### src/rtl/mux_pkg.sv
// Shared constants for the 1-master / N-slave request router.
// State codes are plain localparams so the encoding stays readable in legacy tools and waveforms.
package mux_pkg;

  typedef logic [1:0] state_t;

  localparam state_t S_IDLE = 2'd0;
  localparam state_t S_WAIT = 2'd1;
  localparam state_t S_RESP = 2'd2;
  localparam state_t S_ERR  = 2'd3;

  localparam logic CMD_RD = 1'b0;
  localparam logic CMD_WR = 1'b1;

  localparam logic [31:0] ERR_DATA_DEF = 32'hDEAD_BEEF;

  function automatic logic is_read(input logic cmd);
    return cmd == CMD_RD;
  endfunction

endpackage

### src/rtl/mux_tmo_counter.sv
// WAIT-state watchdog: counts enabled cycles and flags the cycle whose count equals the limit.
// With ENABLE=0 the expired flag is constant 0, so a stalled slave is waited on forever.
module mux_tmo_counter #(
  parameter int unsigned CW     = 8,
  parameter bit          ENABLE = 1'b1
) (
  input  logic          clk,
  input  logic          rst_n,
  input  logic          clear_i,
  input  logic          en_i,
  input  logic [CW-1:0] limit_i,
  output logic          expired_o
);

  logic [CW-1:0] count_q, count_d;

  always_comb begin
    count_d = count_q;
    if (clear_i) begin
      count_d = '0;
    end else if (en_i) begin
      count_d = count_q + 1'b1;
    end
  end

  // NOTE: sequential state is written with <= so every flop samples pre-edge values.
  always_ff @(posedge clk or negedge rst_n) begin
    if (!rst_n) begin
      count_q <= '0;
    end else begin
      count_q <= count_d;
    end
  end

  assign expired_o = ENABLE && en_i && (count_q == limit_i);

endmodule

### src/rtl/mux_n_slaves.sv
// Registered 1-master to N-slave router: decodes the top address bits, forwards one request,
// and returns ack/rdata, or an error response on decode failure or slave timeout.
module mux_n_slaves
  import mux_pkg::*;
#(
  parameter int unsigned   AW       = 32,
  parameter int unsigned   DW       = 32,
  parameter int unsigned   NS       = 4,
  parameter int unsigned   SEL_W    = $clog2(NS),
  parameter int unsigned   TIMEOUT  = 64,
  parameter logic [DW-1:0] ERR_DATA = DW'(ERR_DATA_DEF)
) (
  input  logic                   clk,
  input  logic                   rst_n,
  input  logic                   master_req,
  input  logic [AW-1:0]          master_addr,
  input  logic                   master_cmd,
  input  logic [DW-1:0]          master_wdata,
  output logic                   master_ack,
  output logic [DW-1:0]          master_rdata,
  output logic                   master_err,
  output logic [NS-1:0]          slave_req,
  output logic [NS-1:0][AW-1:0]  slave_addr,
  output logic [NS-1:0]          slave_cmd,
  output logic [NS-1:0][DW-1:0]  slave_wdata,
  input  logic [NS-1:0]          slave_ack,
  input  logic [NS-1:0][DW-1:0]  slave_rdata,
  output logic [7:0]             err_count
);

  localparam int unsigned TMO_LIM = (TIMEOUT == 0) ? 0 : TIMEOUT - 1;
  localparam int unsigned TMO_W   = (TMO_LIM == 0) ? 1 : $clog2(TMO_LIM + 1);

  state_t            state_q, state_d;
  logic [AW-1:0]     addr_q, addr_d;
  logic              cmd_q, cmd_d;
  logic [DW-1:0]     wdata_q, wdata_d;
  logic [SEL_W-1:0]  sel_q, sel_d;

  logic [SEL_W-1:0]  master_sel;
  logic              sel_ok;
  logic [NS-1:0]     sel_oh;
  logic              ack_hit;
  logic [DW-1:0]     rd_mux;
  logic              tmo_expired;

  logic                  master_ack_d, master_err_d;
  logic [DW-1:0]         master_rdata_d;
  logic [NS-1:0]         slave_req_d, slave_cmd_d;
  logic [NS-1:0][AW-1:0] slave_addr_d;
  logic [NS-1:0][DW-1:0] slave_wdata_d;
  logic [7:0]            err_count_d;

  assign master_sel = master_addr[AW-1 -: SEL_W];
  assign sel_ok     = (32'(master_sel) < NS);

  // Acks and read data from slaves other than the latched one never reach the FSM.
  always_comb begin
    sel_oh = '0;
    rd_mux = '0;
    for (int i = 0; i < NS; i++) begin
      sel_oh[i] = (sel_q == SEL_W'(i));
      if (sel_oh[i]) rd_mux = slave_rdata[i];
    end
  end

  assign ack_hit = |(slave_ack & sel_oh);

  mux_tmo_counter #(
    .CW     (TMO_W),
    .ENABLE (TIMEOUT != 0)
  ) u_tmo (
    .clk       (clk),
    .rst_n     (rst_n),
    .clear_i   (state_q != S_WAIT),
    .en_i      (state_q == S_WAIT),
    .limit_i   (TMO_W'(TMO_LIM)),
    .expired_o (tmo_expired)
  );

  // NOTE: every always_comb output gets a default first, so no path can infer a latch.
  always_comb begin
    state_d = state_q;
    addr_d  = addr_q;
    cmd_d   = cmd_q;
    wdata_d = wdata_q;
    sel_d   = sel_q;
    case (state_q)
      S_IDLE: begin
        if (master_req) begin
          addr_d  = master_addr;
          cmd_d   = master_cmd;
          wdata_d = master_wdata;
          sel_d   = master_sel;
          state_d = sel_ok ? S_WAIT : S_ERR;
        end
      end
      S_WAIT: begin
        if (ack_hit) begin
          state_d = S_RESP;
        end else if (tmo_expired) begin
          state_d = S_ERR;
        end
      end
      default: state_d = S_IDLE;
    endcase
  end

  // Output registers load from next-state so each output appears in the cycle its state is entered.
  always_comb begin
    master_ack_d   = (state_d == S_RESP) || (state_d == S_ERR);
    master_err_d   = (state_d == S_ERR);
    master_rdata_d = '0;
    if (state_d == S_ERR) begin
      master_rdata_d = ERR_DATA;
    end else if (state_d == S_RESP && is_read(cmd_q)) begin
      master_rdata_d = rd_mux;
    end

    slave_req_d   = '0;
    slave_cmd_d   = '0;
    slave_addr_d  = '0;
    slave_wdata_d = '0;
    for (int i = 0; i < NS; i++) begin
      if (state_d == S_WAIT && sel_d == SEL_W'(i)) begin
        slave_req_d[i]   = 1'b1;
        slave_cmd_d[i]   = cmd_d;
        slave_addr_d[i]  = addr_d;
        slave_wdata_d[i] = wdata_d;
      end
    end

    err_count_d = err_count;
    if (state_d == S_ERR && err_count != 8'hFF) begin
      err_count_d = err_count + 8'd1;
    end
  end

  always_ff @(posedge clk or negedge rst_n) begin
    if (!rst_n) begin
      state_q      <= S_IDLE;
      addr_q       <= '0;
      cmd_q        <= 1'b0;
      wdata_q      <= '0;
      sel_q        <= '0;
      master_ack   <= 1'b0;
      master_err   <= 1'b0;
      master_rdata <= '0;
      slave_req    <= '0;
      slave_cmd    <= '0;
      slave_addr   <= '0;
      slave_wdata  <= '0;
      err_count    <= '0;
    end else begin
      state_q      <= state_d;
      addr_q       <= addr_d;
      cmd_q        <= cmd_d;
      wdata_q      <= wdata_d;
      sel_q        <= sel_d;
      master_ack   <= master_ack_d;
      master_err   <= master_err_d;
      master_rdata <= master_rdata_d;
      slave_req    <= slave_req_d;
      slave_cmd    <= slave_cmd_d;
      slave_addr   <= slave_addr_d;
      slave_wdata  <= slave_wdata_d;
      err_count    <= err_count_d;
    end
  end

endmodule
### config.mk
export PLATFORM = sky130hd
export DESIGN_NAME = mux_n_slaves
export DESIGN_NICKNAME = d
export VERILOG_FILES = /design/src/rtl/mux_pkg.sv /design/src/rtl/mux_tmo_counter.sv /design/src/rtl/mux_n_slaves.sv
export SDC_FILE = /design/constraint.sdc
export NUM_CORES = 1
export LEC_CHECK = 0
export BUFFER_PORTS_ARGS = -buffer_cell sky130_fd_sc_hd__buf_2
export CORE_AREA = 2 2 196 198
export DETAILED_ROUTE_END_ITERATION = 16
export DIE_AREA = 0 0 198 200
export GPL_ROUTABILITY_DRIVEN = 0
export RECOVER_POWER = 50
export SETUP_SLACK_MARGIN = 0.05
export SYNTH_ARGS = -nofsm -noshare
export SYNTH_HDL_FRONTEND = slang
export SYNTH_SLANG_ARGS = --single-unit
### constraint.sdc
create_clock -name clk -period 3 [get_ports clk]
set_input_delay 0.15 -clock clk [delete_from_list [all_inputs] [get_ports clk]]
set_output_delay 0.15 -clock clk [all_outputs]
set_load 0.005 [all_outputs]
==> results of run 1 <==
[Yosys cell counts, types with 3 or more instances]
cell type	n
mux2i_1	3
nand2_1	5
mux4_2	32
inv_1	27
nand2b_1	3
buf_4	7
xor2_1	8
buf_2	49
nor2_1	9
and3_1	261
nor4_1	4
and2_1	4
nand3_1	4
o21ai_0	25
clkbuf_1	20
dfrtp_1	380
nor2b_1	8
mux2_2	67
[sequential cells by signal, summed over array words and instances (netlist names)]
name           flops
addr_q            32
cmd_q              1
err_count          8
master_ack         1
master_err         1
master_rdata      32
sel_q              2
slave_addr       128
slave_cmd          4
slave_req          4
slave_wdata      128
state_q            1
u_tmo.count_q      6
wdata_q           32
[tightest hold or removal path, delay by kind of cell]
family	cells	cell delay (ns)
buffers and inverters	1	0.07
muxes	1	0.21
and+or+nand+nor	1	0.12
[worst min path at each step]
stage,slack (ns),to,startpoint
6_report,0.08,master_rdata[4],slave_rdata[4]
5_1_grt,0.08,master_rdata[4],slave_rdata[100]
4_1_cts,0.05,master_rdata[4],slave_rdata[4]
3_5_place_dp,0.22,master_rdata[24],rst_n
3_3_place_gp,0.22,master_rdata[14],rst_n
2_1_floorplan,-0.15,addr_q[0],rst_n
[per-stage QoR]
| step | instance area, µm² | std cells |
|---|---|---|
| final | 18600 | 2044 |
| after global routing | 18600 | 2043 |
| after CTS | 18900 | 2042 |
| after detailed placement | 16900 | 1907 |
| after global placement | 16900 | 1907 |
| after floorplan | 13800 | 943 |
[cell type report]
class | count | area, µm² | area share
diodes | 2 | 5.00 | 0.000268
clock buffers | 60 | 1210 | 0.0648
clock inverters | 9 | 151 | 0.00812
inverters | 29 | 109 | 0.00584
multi-input cells | 456 | 3790 | 0.203
flip-flops and latches | 380 | 9510 | 0.510
well taps | 511 | 639 | 0.0343
repair buffers | 597 | 3230 | 0.173
[layer usage]
| layer | vias to the layer above | global-route usage | part of all wire |
|---|---|---|---|
| met5 | - | 0.0185 | 0.0025 |
| met4 | 2 | 0.0746 | 0.033 |
| met3 | 82 | 0.0630 | 0.075 |
| met2 | 363 | 0.317 | 0.47 |
| met1 | 4942 | 0.258 | 0.42 |
| li1 | 4390 | - | - |
[power by group through the flow]
stage	registers (mW)	clock network (mW)	logic (mW)
2_1_floorplan	7.15	0	3.42
3_3_place_gp	7.06	0	6.04
3_5_place_dp	7.09	0	6.12
4_1_cts	7.01	5.17	6.21
5_1_grt	7.16	5.41	6.61
6_report	7.02	5.05	6.01
[repair_timing]
action                    in CTS  in global routing
gates resized for setup        0                  0
hold buffers                  66                  0
hold endpoints to repair     140                  0
[kinds of logic after synthesis]
family,Yosys count
xor+xnor,9
flops,380
buf+inv,107
compound gates,30
simple gates,311
fa+ha+maj,2
mux,104
==> metrics, run 1 <==
clock latency on the worst-skew pair=0.52 ns; GRT Util Overall=0.200; worst endpoint required time=3.46 ns; Synth top area share=0.691; first-pass GRT wire length=60,600 µm; Worst setup EP type=flip-flop; Crit Path Max Fanout=34; DR iter-0 viols=467; most used cell, CP=buf_4; clock share of power=0.279; failing checks=capacitance limit, slew limit; R2R depth=6; Flop pwr share=0.388; die span in x=198 µm; mean post-synth cell area=14.6 µm²; crit path capture=slave_wdata[98]; Remaining Overflow, GRT=0; syn_nets=1,145; max-slew violation count=85; CTS tree=yes; Post-route DRC=0; commonest non-fill, non-tap cell in the layout=dfrtp_1; Final Hold Viols=0; Synth warnings=0; Synth Cell Area=13,800 µm²; final setup vio count=0; FF-to-FF End=slave_wdata[98]; Core Region=37,400 µm²; layout net count=between 1,500 and 2,000; I/O pins=506; Max-Cap Viols=1; Peak VDD IR=623 µV; Worst path depth=6; clock skew=0.0139 ns; CP max stage cell=nor2_4; Cell variety after synth=40; RSZ-0062 raised after global routing=false; FF+latch count, synth=380; largest net degree at the start of global routing=roughly 160; vias in the first global route=10,300; Pleak=10.3 nW; Clock Tree Buf Depth=3; EDFF count, synth=0; Final Util=0.499; layout cells sized above 1=0.360; row cnt=71; fill cell count=between 3,000 and 4,000; Synth async-reset ratio=1.00; hold path depth=3; most frequent cells in the layout=379 x dfrtp_1, 349 x buf_2, 261 x and3_1, 164 x clkbuf_1, 67 x mux2_2; per-cell routed wire length=19.6 µm; status=finished, violations left; Initial Util=0.368; Fin Hold WS=roughly 0.075 ns; Comb power frac=0.332; Die H=~200 µm; crit share post-route=0.857; Peak Freq=0.389 GHz; Max stage delay on crit path=0.66 ns; PortBufs=505; register-to-register setup slack=between 0.4 and 0.5 ns; PwrDens=970 nW/µm²; P_int=12.1 mW; TritonCTS buffer count=40; vias=9,779; critical path type=reg2reg; Total Die Area=39,600 µm²; crit-path cells=nor3b_4, mux2i_1, buf_4, nor2_4, buf_4, and3_1; Synth Area in XOR/XNOR=0.00573; fraction of the yosys area taken by sequential cells=0.691; Crit path arrival time=3.03 ns; Psw=6.00 mW; Worst slew margin=-0.529; post-CTS setup buffers=0; Pwr Total=around 18 mW; initial antenna violation count=1; simple-gate share of the synthesized area=0.142; RR Startpoint=master_ack; cells after synthesis=943; final setup margin=0.428 ns; switch share=0.332; Worst Path Buf+Inv=2; top cells by area, synth=dfrtp_1 69%, and3_1 12%, mux2_2 5.5%; Vias/cell=4.78; Clock Sinks=380; CTS clock-pin slew for the worst setup and hold paths=0.06 ns; crit path from=master_ack; post-synthesis mux area share=0.111; minimum clock period=~2.6 ns; area delta synth->final=35.5%; setup TNS=0 ns; pre-CTS setup slack=0.415 ns; CP delay by family, top=simple AND/OR/NAND/NOR gates; adder-cell share of the synthesized area=0.00182; router iterations before antenna repair=4; worst hold path type=in2reg; Post-DP HPWL=27,200 µm; ys flop type=dfrtp_1; largest family of logic cells by synthesized area=simple AND/OR/NAND/NOR gates; htree depth=2; Synth Area in Compound Gates=0.0125; area leader, netlist=dfrtp_1; CTS Root Buffer Type=clkbuf_16; CP Launch Type=flip-flop; Post-DRT Antenna Nets=0; Total Wirelength=40,100 µm; Slew @ Worst Pin=2.29 ns
(Power assumes the default switching activity.)
==> run 2: changes to the inputs <==
--- a/config.mk
+++ b/config.mk
@@ -6,12 +6,13 @@
 export NUM_CORES = 1
 export LEC_CHECK = 0
 export BUFFER_PORTS_ARGS = -buffer_cell sky130_fd_sc_hd__buf_2
-export CORE_AREA = 2 2 196 198
+export CORE_AREA = 2 2 198 200
 export DETAILED_ROUTE_END_ITERATION = 16
-export DIE_AREA = 0 0 198 200
+export DIE_AREA = 0 0 200 202
 export GPL_ROUTABILITY_DRIVEN = 0
 export RECOVER_POWER = 50
 export SETUP_SLACK_MARGIN = 0.05
+export SLEW_MARGIN = 20
 export SYNTH_ARGS = -nofsm -noshare
 export SYNTH_HDL_FRONTEND = slang
 export SYNTH_SLANG_ARGS = --single-unit
==> constraint.sdc (replaced) <==
create_clock -name clk -period 2.7 [get_ports clk]
set_input_delay 0.135 -clock clk [delete_from_list [all_inputs] [get_ports clk]]
set_output_delay 0.135 -clock clk [all_outputs]
set_load 0.005 [all_outputs]
==> run 2 against run 1 <==
  * The run still ends with capacitance limit, slew limit left
  * Clock-buffer cell count fell by 5
  * Wire length fell by 0.32%
  * Sequential power rose by 11%
  * Clock skew barely moved
  * Sequential cell count did not move
  * Register-to-register slack got worse by 0.17 ns
  * Via count fell by 0.53%
  * Sequential share of layout area barely moved
  * Final cell count rose by 0.44%
  * Final area barely moved
  * Highest routed layer unchanged
==> metrics, run 2 (synthesis results as in run 1) <==
Post-route DRC=0; Clock Tree Buf Depth=3; area delta synth->final=35.4%; Pwr Total=20.1 mW; minimum clock period=2.44 ns; CP Launch Type=flip-flop; Psw=6.74 mW; Peak VDD IR=around 570 µV; initial antenna violation count=1; clock latency on the worst-skew pair=between 0.5 and 0.6 ns; PortBufs=505; critical path type=reg2reg; Resize count post-CTS=0; switch share=0.336; PwrDens=1080 nW/µm²; setup TNS=0 ns; Pleak=approximately 10 nW; DR iter-0 viols=430; vias in the first global route=10,200; status=finished, violations left; clock share of power=0.278; vias=between 9,000 and 10,000; Clock Sinks=380; crit share post-route=0.905; Finished Cell Area=18,600 µm²; per-cell routed wire length=around 19 µm; CP max stage cell=nor2_4; Fin Hold WS=0.0369 ns; Post-DP Area=16,900 µm²; Slew @ Worst Pin=between 2 and 2.5 ns; clock skew=about 0.013 ns; max-slew violation count=80; RSZ-0062 raised after global routing=false; Post-DP HPWL=26,700 µm; failing checks=capacitance limit, slew limit; Final Hold Viols=0; I/O pins=between 500 and 600; Total Wirelength=39,900 µm; final setup margin=0.257 ns; Crit path arrival time=2.90 ns; CTS clock-pin slew for the worst setup and hold paths=0.06 ns; htree depth=2; P_int=13.3 mW; final setup vio count=0; layout net count=1,706; Final Util=0.487; first-pass GRT wire length=roughly 61,000 µm; crit-path cells=nor3b_4, mux2i_1, nor2_4, buf_4, and3_1; die span in x=200 µm; Worst setup EP type=flip-flop; GRT Util Overall=0.197; Comb power frac=0.334; layout cells sized above 1=0.346; Max-Cap Viols=1; Initial Util=0.359; fin cells=2,053; Worst slew margin=-0.374; Peak Freq=0.409 GHz; Vias/cell=4.74; row cnt=72; CTS Root Buffer Type=clkbuf_16; Crit Path Max Fanout=38; biggest regs=slave_addr (128), slave_wdata (128); router iterations before antenna repair=4; dpl cells=1,914; largest net degree at the start of global routing=119; Flop pwr share=0.388; Post-DRT Antenna Nets=0; most frequent cells in the layout=379 x dfrtp_1, 325 x buf_2, 261 x and3_1, 187 x clkbuf_1, 67 x mux2_2; CTS tree=yes; TritonCTS buffer count=40; Die H=between 200 and 250 µm; worst endpoint required time=3.16 ns; Core Region=~38,000 µm²; pre-CTS setup slack=0.249 ns; worst hold path type=in2reg; Max stage delay on crit path=slightly below 0.8 ns; Remaining Overflow, GRT=0; commonest non-fill, non-tap cell in the layout=dfrtp_1; Total Die Area=40,400 µm²
[run 2: cell types whose count changed in the layout (fill, tap and decap cells not counted), moves of 3 or more]
cell      before  now
clkbuf_1     164  187
buf_12         3    6
clkbuf_8      11    7
buf_2        349  325
clkinv_2       3    9
buf_4         17   14
buf_6          3    0
[run 2: power by group through the flow]
stage	combinational (mW)	clock [mW]	sequential, mW
after detailed placement	6.85	0	7.85
after CTS	6.94	5.71	7.77
after global routing	7.34	5.97	7.94
after floorplan	3.80	0	7.95
final	6.70	5.58	7.78
after global placement	6.74	0	7.83
[run 2: metal layers]
metal  vias to the layer above  wire [µm]  global-route usage
met1                      4933      17000               0.255
met2                       335      18600               0.309
met5                         -         17                   0
met4                         2       1310              0.0791
li1                       4381          -                   -
met3                        76       3020              0.0597
[run 2: final timing paths]
kind                                        from          endpoint  slack (ns)  cells past startpoint
worst min register to register  u_tmo.count_q[0]  u_tmo.count_q[0]        0.46                      1
max in group asynchronous                  rst_n  slave_wdata[110]        0.53                      3
worst min-delay path             slave_rdata[29]  master_rdata[29]        0.04                      3
min in group asynchronous                  rst_n   master_rdata[1]        0.68                      2
worst max-delay path                  master_ack  slave_wdata[106]        0.26                      5
worst max register to register        master_ack  slave_wdata[106]        0.26                      5
[run 2: what timing repair did]
action | 4_1_cts | 5_1_grt
hold buffers | 66 | 0
endpoints found under the setup margin | 0 | 0
hold endpoints to repair | 229 | 0
buffers inserted | 0 | 0
[run 2: final cells by class]
type	count	area, µm²
fillers	3470	19700
flip-flops and latches	380	9510
multi-input cells	456	3790
repair buffers	597	3220
clock buffers	55	1150
well taps	518	648
clock inverters	17	196
inverters	29	109
diodes	1	2.50
[run 2: worst max-delay path, delay by kind of cell, from the launching register on]
kind                   cells  cell delay [ns]
buffers and inverters      1             0.44
flip-flops                 1             0.43
AND/OR/NAND/NOR            3             1.30
multiplexers               1             0.18
